===== config.mk =====
export PLATFORM = sky130hd
export DESIGN_NAME = booth_r4_ctrl
export DESIGN_NICKNAME = d
export VERILOG_FILES = /design/src/rtl/booth_pkg.sv /design/src/rtl/booth_r4_recode.sv /design/src/rtl/booth_r4_ctrl.sv
export SDC_FILE = /design/constraint.sdc
export NUM_CORES = 1
export LEC_CHECK = 0
export ABC_AREA = 1
export CORE_MARGIN = 2
export CORE_UTILIZATION = 48
export CTS_CLUSTER_SIZE = 25
export DETAILED_ROUTE_END_ITERATION = 7
export GPL_TIMING_DRIVEN = 0
export PLACE_DENSITY = 0.76
export SETUP_SLACK_MARGIN = 0.05
export SLEW_MARGIN = 30
export SYNTH_ARGS = -nofsm -noshare
export SYNTH_HDL_FRONTEND = slang
export SYNTH_SLANG_ARGS = --single-unit

===== constraint.sdc =====
create_clock -name clk -period 1.6 [get_ports clk]
set_input_delay 0.24 -clock clk [delete_from_list [all_inputs] [get_ports clk]]
set_output_delay 0.24 -clock clk [all_outputs]
set_load 0.01 [all_outputs]

===== src/rtl/booth_pkg.sv =====
// Shared definitions for the radix-4 Booth multiplier control slice.
// Holds the one-hot state encoding, the recoded-op struct and the default operand width.
// Imported by booth_r4_recode and booth_r4_ctrl.
package booth_pkg;

  localparam int WIDTH_DEF = 8;

  // One-hot so that every strobe decodes from a single state bit.
  typedef enum logic [8:0] {
    IDLE   = 9'b0_0000_0001,
    LOAD_M = 9'b0_0000_0010,
    LOAD_Q = 9'b0_0000_0100,
    DECODE = 9'b0_0000_1000,
    ADD    = 9'b0_0001_0000,
    SHIFT  = 9'b0_0010_0000,
    OUT_A  = 9'b0_0100_0000,
    OUT_Q  = 9'b0_1000_0000,
    DONE   = 9'b1_0000_0000
  } state_e;

  // nz: an add/subtract is needed; sub: subtract M; x2: use 2M instead of M.
  typedef struct packed {
    logic nz;
    logic sub;
    logic x2;
  } op_t;

endpackage


===== src/rtl/booth_r4_recode.sv =====
// Radix-4 Booth recoder: maps the {q[1], q[0], q[-1]} triplet to {nz, sub, x2}.
// Latency: purely combinational, zero cycles.
// Backpressure: none; output follows the input continuously.
// Ports: q_bits (triplet in), op (recoded operation out).
module booth_r4_recode
  import booth_pkg::*;
(
  input  logic [2:0] q_bits,
  output op_t        op
);

  always_comb begin
    op = '0;
    case (q_bits)
      3'b001, 3'b010: begin op.nz = 1'b1; op.sub = 1'b0; op.x2 = 1'b0; end  // +M
      3'b011:         begin op.nz = 1'b1; op.sub = 1'b0; op.x2 = 1'b1; end  // +2M
      3'b100:         begin op.nz = 1'b1; op.sub = 1'b1; op.x2 = 1'b1; end  // -2M
      3'b101, 3'b110: begin op.nz = 1'b1; op.sub = 1'b1; op.x2 = 1'b0; end  // -M
      default:        op = '0;                                              // 000 / 111: no-op
    endcase
  end

endmodule


===== src/rtl/booth_r4_ctrl.sv =====
// Radix-4 Booth multiplier control sequencer: drives datapath strobes c0..c7 from a one-hot FSM.
// Latency: start edge to done pulse is 2 + 2*ITER + 3 cycles minimum, 2 + 3*ITER + 3 maximum.
// Backpressure: start is only sampled in IDLE; requests while busy are dropped, not queued.
// Ports: clk, reset (async active-low), start, q_bits in; c0..c7, c4/cx2 add modifiers, busy, done out.
module booth_r4_ctrl
  import booth_pkg::*;
#(
  parameter int WIDTH = WIDTH_DEF,
  parameter int CNT_W = 2
) (
  input  logic       clk,
  input  logic       reset,
  input  logic       start,
  input  logic [2:0] q_bits,
  output logic       c0,
  output logic       c1,
  output logic       c2,
  output logic       c3,
  output logic       c4,
  output logic       cx2,
  output logic       c5,
  output logic       c6,
  output logic       c7,
  output logic       busy,
  output logic       done
);

  localparam int              ITER     = WIDTH / 2;
  localparam logic [CNT_W-1:0] CNT_LAST = CNT_W'(ITER - 1);

  state_e           state_q, state_d;
  logic [CNT_W-1:0] cnt_q, cnt_d;
  op_t              op_q, op_d;
  op_t              op_rec;

  booth_r4_recode u_recode (
    .q_bits (q_bits),
    .op     (op_rec)
  );

  always_ff @(posedge clk or negedge reset) begin
    if (!reset) begin
      state_q <= IDLE;
      cnt_q   <= '0;
      op_q    <= '0;
    end else begin
      state_q <= state_d;
      cnt_q   <= cnt_d;
      op_q    <= op_d;
    end
  end

  // Outputs depend on state_q and the latched op only, never on live inputs.
  always_comb begin
    state_d = state_q;
    cnt_d   = cnt_q;
    op_d    = op_q;
    c0      = 1'b0;
    c1      = 1'b0;
    c2      = 1'b0;
    c3      = 1'b0;
    c4      = 1'b0;
    cx2     = 1'b0;
    c5      = 1'b0;
    c6      = 1'b0;
    c7      = 1'b0;
    busy    = 1'b0;
    done    = 1'b0;
    case (state_q)
      IDLE: begin
        if (start) state_d = LOAD_M;
      end
      LOAD_M: begin
        busy    = 1'b1;
        c2      = 1'b1;
        state_d = LOAD_Q;
      end
      LOAD_Q: begin
        busy    = 1'b1;
        c1      = 1'b1;
        c0      = 1'b1;
        cnt_d   = '0;
        state_d = DECODE;
      end
      DECODE: begin
        busy    = 1'b1;
        op_d    = op_rec;
        state_d = op_rec.nz ? ADD : SHIFT;
      end
      ADD: begin
        busy    = 1'b1;
        c3      = 1'b1;
        c4      = op_q.sub;
        cx2     = op_q.x2;
        state_d = SHIFT;
      end
      SHIFT: begin
        busy    = 1'b1;
        c5      = 1'b1;
        cnt_d   = cnt_q + CNT_W'(1);
        state_d = (cnt_q == CNT_LAST) ? OUT_A : DECODE;
      end
      OUT_A: begin
        busy    = 1'b1;
        c6      = 1'b1;
        state_d = OUT_Q;
      end
      OUT_Q: begin
        busy    = 1'b1;
        c7      = 1'b1;
        state_d = DONE;
      end
      DONE: begin
        busy    = 1'b1;
        done    = 1'b1;
        state_d = IDLE;
      end
      default: begin
        // Corrupted encoding: recover to IDLE with all strobes low.
        state_d = IDLE;
      end
    endcase
  end

endmodule


Yosys cells after proc, flatten, opt, wreduce, memory -nomap -nowiden
Index checks and enable logic that the tools add are counted.
{"block": "op_classes", "addsub": 1, "n_mul": 0, "div_mod_pow": 0, "n_lt_le_gt_ge": 0, "n_eq_ne": 17, "shifts": 0, "n_mux": 16, "bitwise": 0, "reduce_logical": 4}
{"operator": "case mux 9 bit (8 select lines)", "count": 1}
{"operator": "case mux 3 bit (4 select lines)", "count": 1}
{"operator": "2-to-1 mux 1 bit", "count": 10}
{"operator": "equality test 3 bit (second input constant)", "count": 3}
{"operator": "equality test 9 x 1 -> 1 bit (second input constant)", "count": 1}
{"operator": "equality test 9 x 2 -> 1 bit (second input constant)", "count": 1}
{"operator": "equality test 9 x 3 -> 1 bit (second input constant)", "count": 1}
{"operator": "equality test 9 x 4 -> 1 bit (second input constant)", "count": 1}
{"operator": "equality test 9 x 5 -> 1 bit (second input constant)", "count": 1}
{"operator": "equality test 9 x 6 -> 1 bit (second input constant)", "count": 1}
{"operator": "equality test 9 x 7 -> 1 bit (second input constant)", "count": 1}
{"operator": "equality test 9 x 8 -> 1 bit (second input constant)", "count": 1}
{"operator": "equality test 9 bit (second input constant)", "count": 1}
{"operator": "2-to-1 mux 9 bit", "count": 1}
{"operator": "OR reduction 8 bit", "count": 1}
{"operator": "2-to-1 mux 7 bit", "count": 1}
{"operator": "equality test 3 x 2 -> 1 bit (second input constant)", "count": 2}
{"operator": "2-to-1 mux 6 bit", "count": 1}
{"operator": "case mux 2 bit (2 select lines)", "count": 1}
{"operator": "OR reduction 2 bit", "count": 2}
{"operator": "equality test 3 x 1 -> 1 bit (second input constant)", "count": 1}
{"operator": "adder 2 x 1 -> 2 bit (second input constant)", "count": 1}
{"operator": "equality test 2 bit (second input constant)", "count": 1}
{"operator": "inequality test 2 bit (second input constant)", "count": 1}
{"operator": "nonzero test 2 bit", "count": 1}
{"block": "totals", "regBits": 13, "latch_bits": 0, "ram_bits": 0, "rom_bits": 0, "inputBits": 6, "output_inout_bits": 11, "wordCells": 42, "mem_count": 0}

Depth between registers and ports, before layout
Gate-level depths: netlist of run 1.
{"block": "depth", "depth_word": 5, "depth_mapped": 8, "ltp_nobuf": 8}

By module
From an unflattened synthesis of run 1, not the netlist that was laid out.
{"block": "hier_totals", "hier_cells": 101, "area_unflattened_um2": 812.0}
{"module": "booth_r4_ctrl", "n_inst": 1, "cells_each": 91, "area_per_inst_um2": 772.0, "seq_area_each_um2": 326.6}
{"module": "booth_r4_recode", "n_inst": 1, "cells_each": 10, "area_per_inst_um2": 40.0, "seq_area_each_um2": 0.0}

Worst setup path before layout of run 1
No wires, ideal clock.
{"block": "synth_path", "path_kind": "register to output", "startpoint": "register state_q[0]", "endpoint": "output busy", "arrival_ns": 1.080, "required_time_ns": 1.360, "slack_ns": 0.280, "stages_incl_launch_ff": 8, "n_path_buf": 0, "path_cell_list": "dfstp_2 > inv_2 > nand2_2 > inv_1 > nand3_2 > o21ai_0 > nor2_1 > nand2_1"}
{"block": "synth_via", "elab_chain_cells": 3, "elab_cells_between_ends": 10, "classes_between": "eq/ne (8); mux (1); reduce/logical (1)"}
{"item": "start, declared", "line_no": "booth_r4_ctrl.sv:31", "source": "state_e state_q, state_d;"}
{"item": "start signal, assigned", "line_no": "booth_r4_ctrl.sv:47", "source": "state_q <= state_d;"}
{"item": "equality test 9 x 8 -> 1 bit (tied with other cells)", "line_no": "booth_r4_ctrl.sv:69", "source": "case (state_q)"}
{"item": "OR reduction 8 bit (no line) (*)"}
{"item": "2-to-1 mux 1 bit (*)", "line_no": "booth_r4_ctrl.sv:69"}
{"item": "end, declared", "line_no": "booth_r4_ctrl.sv:24", "source": "output logic busy,"}
Mark *: on every way between the ends. The rest lies on a longest branch, timed or not.

Final worst setup path of run 1
{"block": "layout_path", "startpoint": "register state_q[1]", "endpoint": "output busy"}
Same word-level chain as after synthesis.

==> impl_metrics.yaml, run 1 <==
outcome:
  status: "complete, but fails checks"
  violations: "setup timing"
floorplan:
  die_h_um: 44.5
  die_area_um2: 1980
  num_io_pins: 17
  rows: 14
  die_w_um: 44.5
  coreArea_um2: 1520
  start_util_pct: 51.6
setup_path:
  crit_fanout: 5
  cp_slowest_cell: "dfrtp_1"
  reg2reg_depth: 12
  timing.critical_path.mode_cell: "nor2_4"
  crit_type: "reg -> out"
  r2r_slack_ns: -0.03
  rr_endpoint: "state_q[0]$_DFFE_PN1P_"
  path_cells: "inv_2 -> nand2_4 -> nor2_4 -> buf_6 -> nand3_4 -> nand2_2 -> nor2_4 -> nand2_1 -> buf_2"
  r2r_start: "state_q[1]$_DFFE_PN0P_"
  cp-start-kind: "flop"
  crit_path_end_kind: "primary output"
  crit_end: "busy"
  arrival_ns: 1.61
  cp_top_family: "simple AND/OR/NAND/NOR gates"
  startpoint: "state_q[1]$_DFFE_PN0P_"
  critical_path.max_stage_delay_ns: 0.41
  required_ns: 1.36
  crit_buf_inv: 3
  cp.depth: 9
clock_network:
  clock_sinks: 13
  cts-hold-fix-buffers: 0
  tritoncts: "yes"
  h-tree-depth: 1
  clk_pin_slew_ns: 0.08
  cts-buffers-inserted: 3
  insertion_delay_ns: 0.27
  clock_tree.root_cell: "clkbuf_4"
  clockBufferDepth: 2
drt:
  vias_per_cell: 5.37
  wl_per_cell_um: 16.4
  drc: 0
  antenna_left: 0
  drtIter0Drc: 48
  vias: 876
  drtPass1Iterations: 4
  wl_um: 2670
timing:
  max_freq_mhz: 541
  worstMarginPinSlew_ns: 0.604
  finalSetupViolCount: 10
  finalHoldViolations: 0
  skew_ns: 0.00182
  finalMaxSlewViolations: 0
  fin_crit_sh_pct: 115
  slew_headroom_pct: 59.6
  setup_ws_ns: -0.248
  rsz0062_at_grt: "yes"
  layout_min_cycle_time_ns: 1.85
yosys:
  synth_top_area_cell: "dfrtp_1"
  synth-async-reset-ratio_pct: 100
  syn-num-nets: 111
  syn_area_um2: 787
  ys_types: 18
  synth-main-ff-cell: "dfrtp_1"
  synthTopCellsByCount: "inv_1, nand2_1, nor2_1"
  synth_area_leaders: "dfrtp_1, inv_1, nand2_1"
  ys_ff_latch: 13
  yosys_warnings: 0
  synth_edf_count: 0
  synth_top_area_share_pct: 38.2
  syn_area_per_cell_um2: 7.57
  yosysSeqAreaShare_pct: 41.5
  synth_cells: 104
pwr:
  vdd_drop_max_v: 0.000913
  p_leak_nw: 0.730
  p_per_area_nw_per_um2: 1100
cells_and_area:
  drive_gt1_share_pct: 53.7
  diodes: 0
  fillers: 80
  fin_cells: 163
  area_growth_pct: 66.0
  final_nets: 155
  design_area_um2: 1310
placed_design:
  dp_cells: 136
  hpwl_um: 1210
  gp_congestion: 0.701
  postPlaceCellArea_um2: 967
  port-buffer-count: 16
  pre_cts_ws_ns: -0.270
grt:
  grt_pass1_wl_um: 3910
  antenna_found_initial: 0
  grt_pass1_vias: 875
  grt_max_degree: 14
  grt.total_usage_pct: 27.4
  grt-ovfl-total: 0
run:
  cap_violations: 0
min_path:
  hold_class: "in -> async"
-- stage by stage --
stage | hold WS, ns | util [%] | power [mW] | TNS, ns
2_1_floorplan | -0.0556 | - | 0.752 | 0
3_3_place_gp | 0.473 | 63.5 | 0.859 | -1.05
3_5_place_dp | 0.484 | 63.5 | 0.880 | -1.31
4_1_cts | 0.354 | 79.6 | 1.24 | -0.779
5_1_grt | 0.400 | 85.7 | 1.51 | -2.02
6_report | 0.341 | 85.7 | 1.43 | -1.27
-- sequential cells by signal, summed over array words and instances (netlist names) --
signal   cells
state_q      9
cnt_q        2
op_q         2
-- power breakdown --
group / total (mW) / switching (mW) / internal [mW]
sequential: 0.448 / 0.0473 / 0.401
combinational: 0.779 / 0.447 / 0.332
clock: 0.205 / 0.109 / 0.0965
total: 1.43 / 0.603 / 0.829
-- area by class of cell --
type | count | area (um2) | share of cell area (%)
Sequential cell | 13 | 328 | 25.1
Multi-Input combinational cell | 64 | 467 | 35.7
Timing Repair Buffer | 39 | 354 | 27.1
Inverter | 26 | 100 | 7.66
Clock buffer | 4 | 26.3 | 2.01
Buffer | 1 | 11.3 | 0.862
Tap cell | 16 | 20.0 | 1.53
-- what timing repair did --
action | in CTS | in global routing
pin swaps | 11 | 4
resized for setup | 75 | 15
setup buffers | 17 | 8
setup endpoints to repair | 11 | 12
-- worst register-to-register path, stage by stage, from the launching register on --
cell	delay, ns
dfrtp_1	0.41
inv_2	0.09
nand2_4	0.06
nor2_4	0.22
buf_6	0.14
nand3_4	0.09
nand2_2	0.11
nor2_4	0.04
buf_4	0.12
buf_6	0.10
buf_6	0.10
nand2_2	0.04
nand2_1	0.04
-- layer usage --
metal | vias up | part of all wire [%] | GRT usage, %
met2 | 34 | 55 | 47.2
met3 | 12 | 4.9 | 4.90
met5 | - | 0 | 0
met1 | 431 | 36 | 32.0
met4 | 0 | 3.6 | 14.5
li1 | 399 | - | -
-- cell families (layout without fill, tap and decap cells) --
family / Yosys count / after routing / share of synthesized area [%]
buffers and inverters: 27 / 70 / 13.4
adder cells (fa/ha/maj): 1 / 1 / 1.59
AO/OA/AOI/OAI: 8 / 8 / 5.09
flip-flops: 13 / 13 / 41.5
AND/OR/NAND/NOR: 55 / 55 / 38.5
-- cell usage in the layout (no fill, tap or decap) --
| master | instances |
|---|---|
| nand3_2 | 1 |
| dfrtp_2 | 1 |
| dfstp_2 | 1 |
| buf_4 | 16 |
| o21ai_1 | 6 |
| inv_4 | 1 |
| nand2_4 | 4 |
| nor2_4 | 5 |
| clkbuf_4 | 3 |
| nor2_2 | 3 |
| clkdlybuf4s50_1 | 5 |
| nor3_4 | 1 |
| ha_1 | 1 |
| inv_2 | 13 |
| clkdlybuf4s15_2 | 2 |
| nand3_4 | 6 |
| inv_1 | 12 |
| buf_2 | 3 |
| clkbuf_1 | 1 |
| nand3_1 | 4 |
| nor2_1 | 12 |
| nor2_8 | 1 |
| nand2_1 | 14 |
| nand2_2 | 4 |
| o21ai_0 | 2 |
| dfrtp_1 | 11 |
| buf_6 | 14 |
-- how the worst min path moves through the flow --
stage / startpoint / endpoint / slack (ns)
6_report: reset / op_q[0]$_DFFE_PN0P_ / 0.34
2_1_floorplan: reset / cnt_q[0]$_DFFE_PN0P_ / -0.06
5_1_grt: reset / cnt_q[0]$_DFFE_PN0P_ / 0.40
4_1_cts: reset / cnt_q[0]$_DFFE_PN0P_ / 0.35
3_5_place_dp: op_q[1]$_DFFE_PN0P_ / op_q[1]$_DFFE_PN0P_ / 0.48
3_3_place_gp: cnt_q[0]$_DFFE_PN0P_ / cnt_q[0]$_DFFE_PN0P_ / 0.47
(Power assumes the default switching activity.)
==> inputs of run 2 (changes only) <==
--- a/config.mk
+++ b/config.mk
@@ -6,13 +6,13 @@
 export NUM_CORES = 1
 export LEC_CHECK = 0
 export ABC_AREA = 1
-export CORE_MARGIN = 2
 export CORE_UTILIZATION = 48
 export CTS_CLUSTER_SIZE = 25
 export DETAILED_ROUTE_END_ITERATION = 7
 export GPL_TIMING_DRIVEN = 0
 export PLACE_DENSITY = 0.76
 export SETUP_SLACK_MARGIN = 0.05
+export SKIP_LAST_GASP = 1
 export SLEW_MARGIN = 30
 export SYNTH_ARGS = -nofsm -noshare
 export SYNTH_HDL_FRONTEND = slang
==> impl_metrics.yaml, run 2 (synthesis results as in run 1) <==
grt:
  grt.total_usage_pct: 26.4
  grt-ovfl-total: 0
  antenna_found_initial: 0
  grt_max_degree: 14
  grt_pass1_vias: 838
  grt_pass1_wl_um: 3420
setup_path:
  arrival_ns: 1.64
  crit_fanout: 5
  r2r_start: "state_q[2]$_DFFE_PN0P_"
  path_cells: "inv_2 -> nand2_4 -> nor2_4 -> buf_12 -> nand3_4 -> nand2_2 -> nor2_4 -> nand2_1 -> buf_2"
  cp-start-kind: "flop"
  crit_end: "busy"
  crit_path_end_kind: "primary output"
  crit_type: "reg -> out"
  r2r_slack_ns: 0.13
  required_ns: 1.36
  rr_endpoint: "state_q[0]$_DFFE_PN1P_"
  critical_path.max_stage_delay_ns: 0.42
  reg2reg_depth: 10
  timing.critical_path.mode_cell: "nor2_4"
  startpoint: "state_q[2]$_DFFE_PN0P_"
  cp_slowest_cell: "dfrtp_1"
cells_and_area:
  seqCellArea_um2: 328
  multiInputGateArea_um2: 458
  layout_commonest_cell: "buf_4"
  area_growth_pct: 71.5
  final_nets: 161
  diodes: 0
  largest_reg_flops: 9
  fillers: 79
  reg_top3: "state_q (9), cnt_q (2), op_q (2)"
  fin_cells: 169
  layout_common_cells: "buf_4, inv_2, nor2_1, nand2_1, buf_6"
  largest_register: "state_q"
  drive_gt1_share_pct: 56.9
floorplan:
  rows: 14
  die_area_um2: 1810
  die_h_um: 42.5
  die_w_um: 42.5
  start_util_pct: 51.6
  num_io_pins: 17
  coreArea_um2: 1520
placed_design:
  port-buffer-count: 16
  gp_congestion: 0.710
  hpwl_um: 1200
  pre_cts_ws_ns: -0.244
  dp_cells: 136
pwr:
  p_leak_nw: 0.771
  total_power_mw: 1.56
  vdd_drop_max_v: 0.000788
  p_per_area_nw_per_um2: 1160
drt:
  drtPass1Iterations: 4
  drc: 0
  wl_um: 2820
  drtIter0Drc: 36
  antenna_left: 0
  vias_per_cell: 5.20
  vias: 879
  wl_per_cell_um: 16.7
timing:
  setup_ws_ns: -0.275
  holdWs_ns: 0.333
  worstMarginPinSlew_ns: 0.615
  rsz0062_at_grt: "yes"
  fin_crit_sh_pct: 117
  skew_ns: 0.00403
  finalHoldViolations: 0
  layout_min_cycle_time_ns: 1.88
  finalSetupViolCount: 11
  fin_setup_tns_ns: -1.58
  slew_headroom_pct: 58.8
  max_freq_mhz: 533
  finalMaxSlewViolations: 0
clock_network:
  cts-buffers-inserted: 3
  tritoncts: "yes"
  clk_pin_slew_ns: 0.08
  insertion_delay_ns: 0.29
  clockBufferDepth: 2
  clock_tree.root_cell: "clkbuf_4"
  h-tree-depth: 1
  clock_sinks: 13
  cts-hold-fix-buffers: 0
min_path:
  hold_class: "in -> async"
run:
  cap_violations: 0
outcome:
  violations: "setup timing"
  status: "complete, but fails checks"
==> run 2: worst max-delay path: cells and delay by family (launching register included) <==
kind                   cells  cell delay (ns)
buffers and inverters      3             0.37
flip-flops                 1             0.42
AND/OR/NAND/NOR            6             0.57
==> run 2: per-stage QoR <==
stage | area [um2] | util (%)
6_report | 1350 | 88.6
5_1_grt | 1350 | 88.6
4_1_cts | 1210 | 79.6
3_3_place_gp | 967 | 63.5
2_1_floorplan | 787 | -
3_5_place_dp | 967 | 63.5
==> run 2: routing by layer <==
layer  track usage [%]  vias up  routed length [um]
met4              11.3        0                 114
met3              8.19       12                 150
met2              49.8       41                1470
met5                 0        -                   0
li1                  -      409                   -
met1              26.0      417                1080
==> run 2: worst min path at each step <==
| stage | from | to | slack [ns] | cells past startpoint |
|---|---|---|---|---|
| finish | reset | state_q[2]$_DFFE_PN0P_ | 0.33 | 1 |
| global route | reset | state_q[2]$_DFFE_PN0P_ | 0.38 | 1 |
| CTS | reset | cnt_q[1]$_DFFE_PN0P_ | 0.34 | 1 |
| detailed placement | op_q[1]$_DFFE_PN0P_ | op_q[1]$_DFFE_PN0P_ | 0.48 | 2 |
| global placement | op_q[1]$_DFFE_PN0P_ | op_q[1]$_DFFE_PN0P_ | 0.47 | 2 |
| floorplan | reset | cnt_q[0]$_DFFE_PN0P_ | -0.06 | 0 |
==> run 2: final cells by class <==
type / instances / area share [%]
plain buffers: 1 / 0.834
clock buffers: 3 / 1.67
clock inverters: 1 / 0.371
inverters: 26 / 7.23
multi-input cells: 64 / 33.9
flip-flops and latches: 13 / 24.3
well taps: 16 / 1.48
repair buffers: 45 / 30.2
==> run 2: timing repair <==
action	4_1_cts	5_1_grt
endpoints found under the hold margin	0	0
gates cloned	0	0
pin swaps	16	11
resized for setup	66	20
setup buffers	18	11
endpoints found under the setup margin	11	11
==> run 2: power by group <==
| group | internal (mW) | leakage [nW] | total, mW | switching [mW] |
|---|---|---|---|---|
| registers | 0.401 | 0.168 | 0.451 | 0.0506 |
| logic | 0.440 | 0.586 | 0.901 | 0.461 |
| clock network | 0.0931 | 0.0177 | 0.207 | 0.114 |
==> inputs of run 3 (changes only) <==
--- a/config.mk
+++ b/config.mk
@@ -6,11 +6,13 @@
 export NUM_CORES = 1
 export LEC_CHECK = 0
 export ABC_AREA = 1
-export CORE_UTILIZATION = 48
+export CELL_PAD_IN_SITES_DETAIL_PLACEMENT = 1
+export CELL_PAD_IN_SITES_GLOBAL_PLACEMENT = 2
+export CORE_UTILIZATION = 27
 export CTS_CLUSTER_SIZE = 25
 export DETAILED_ROUTE_END_ITERATION = 7
 export GPL_TIMING_DRIVEN = 0
-export PLACE_DENSITY = 0.76
+export PLACE_DENSITY_LB_ADDON = 0.1
 export SETUP_SLACK_MARGIN = 0.05
 export SKIP_LAST_GASP = 1
 export SLEW_MARGIN = 30
==> impl_metrics.yaml, run 3 (synthesis results as in run 1) <==
pwr:
  p_switching_mw: 0.594
  netSwitchingFraction_pct: 40.1
  share_comb_of_total_power_pct: 55.1
  p_per_area_nw_per_um2: 1080
  vdd_drop_max_v: 0.000913
  intPower_mw: 0.887
  total_power_mw: 1.48
  p_leak_nw: 0.745
  clkPwrFrac_pct: 15.1
  seqPwrFrac_pct: 29.7
clock_network:
  clockBufferDepth: 2
  clock_tree.root_cell: "clkbuf_4"
  insertion_delay_ns: 0.30
  tritoncts: "yes"
  h-tree-depth: 1
  cts-buffers-inserted: 3
  clock_sinks: 13
  clk_pin_slew_ns: 0.09
  cts-hold-fix-buffers: 0
run:
  cap_violations: 0
placed_design:
  port-buffer-count: 16
  dp_cells: 151
  hpwl_um: 1410
  postPlaceCellArea_um2: 986
  gp_congestion: 0.700
  pre_cts_ws_ns: -0.330
timing:
  fin_crit_sh_pct: 117
  worstMarginPinSlew_ns: 0.614
  finalSetupViolCount: 9
  fin_setup_tns_ns: -1.45
  finalHoldViolations: 0
  slew_headroom_pct: 58.9
  layout_min_cycle_time_ns: 1.87
  max_freq_mhz: 534
  rsz0062_at_grt: "yes"
  holdWs_ns: 0.314
  skew_ns: 0.00401
  setup_ws_ns: -0.272
  finalMaxSlewViolations: 0
cells_and_area:
  largest_register: "state_q"
  drive_gt1_share_pct: 57.1
  area_growth_pct: 74.1
  final_core_util_pct: 49.7
  reg_top3: "state_q (9), cnt_q (2), op_q (2)"
  diodes: 0
  largest_reg_flops: 9
  fin_cells: 178
  final_nets: 155
  layout_commonest_cell: "buf_6"
  layout_common_cells: "buf_6, inv_2, nand2_1"
  design_area_um2: 1370
grt:
  grt_max_degree: 14
  grt_pass1_wl_um: 4210
  antenna_found_initial: 0
  grt_pass1_vias: 864
  grt.total_usage_pct: 18.3
  grt-ovfl-total: 0
drt:
  vias_per_cell: 4.40
  vias: 783
  antenna_left: 0
  drtPass1Iterations: 4
  wl_per_cell_um: 13.1
  drc: 0
  wl_um: 2330
  drtIter0Drc: 6
min_path:
  hold_class: "in -> async"
setup_path:
  cp_slowest_cell: "dfstp_2"
  crit_path_end_kind: "primary output"
  path_cells: "inv_2 -> nand2_4 -> nor2_4 -> buf_12 -> nand3_4 -> nand2_4 -> nor2_4 -> nand2_1 -> buf_2"
  arrival_ns: 1.63
  crit_fanout: 4
  crit_type: "reg -> out"
  cp-start-kind: "flop"
  required_ns: 1.36
  critical_path.max_stage_delay_ns: 0.54
floorplan:
  num_io_pins: 17
  coreArea_um2: 2760
  rows: 19
  die_w_um: 56.0
  die_area_um2: 3130
  die_h_um: 56.0
  start_util_pct: 28.5
outcome:
  violations: "setup timing"
  status: "complete, but fails checks"
==> run 3: cell types whose count changed in the layout (fill, tap and decap cells not counted), moves of 2 or more <==
cell	previous run	this run
nand2_2	4	0
nor2_1	13	11
buf_4	21	13
nor2_2	2	5
nand2_4	5	8
buf_6	13	15
==> run 3: what timing repair did <==
action                     in CTS  in global routing
pin swaps                      17                  6
setup endpoints to repair      11                 13
gates resized for setup        85                 14
setup buffers                  19                  4
==> run 3: path summary, 6_finish.rpt <==
| path | from | to | slack [ns] | cells past startpoint |
|---|---|---|---|---|
| worst max-delay path | state_q[0]$_DFFE_PN1P_ | busy | -0.27 | 9 |
| worst min-delay path | reset | state_q[5]$_DFFE_PN0P_ | 0.31 | 1 |
| worst max register to register | state_q[1]$_DFFE_PN0P_ | cnt_q[0]$_DFFE_PN0P_ | 0.12 | 9 |
| worst min register to register | cnt_q[0]$_DFFE_PN0P_ | cnt_q[0]$_DFFE_PN0P_ | 0.48 | 1 |
| max in group asynchronous | reset | state_q[8]$_DFFE_PN0P_ | 0.85 | 1 |
| min in group clk | cnt_q[0]$_DFFE_PN0P_ | cnt_q[0]$_DFFE_PN0P_ | 0.48 | 1 |
==> run 3: final cells by class <==
type | count | area, um2
Fill cell | 330 | 1390
Inverter | 26 | 105
Clock buffer | 3 | 22.5
Tap cell | 31 | 38.8
Multi-Input combinational cell | 64 | 489
Clock inverter | 1 | 5.00
Sequential cell | 13 | 328
Timing Repair Buffer | 39 | 370
Buffer | 1 | 11.3
==> run 3: worst max-delay path, delay by kind of cell (launching register included) <==
kind,cells,cell delay (ns)
buf+inv,3,0.31
simple gates,6,0.48
flops,1,0.54
==> run 3: metal layers <==
metal  up-vias  wire, um  track usage [%]
li1        399         -                -
met1       368       887             20.1
met2        12      1280             32.3
met3         4       102             5.12
met4         0        57             8.36
met5         -         0                0
==> run 3: power groups by stage <==
stage	registers [mW]	clock network [mW]	logic [mW]
3_3_place_gp	0.449	0	0.429
6_report	0.440	0.224	0.816
4_1_cts	0.442	0.222	0.782
3_5_place_dp	0.453	0	0.443
2_1_floorplan	0.442	0	0.309
5_1_grt	0.448	0.240	0.898
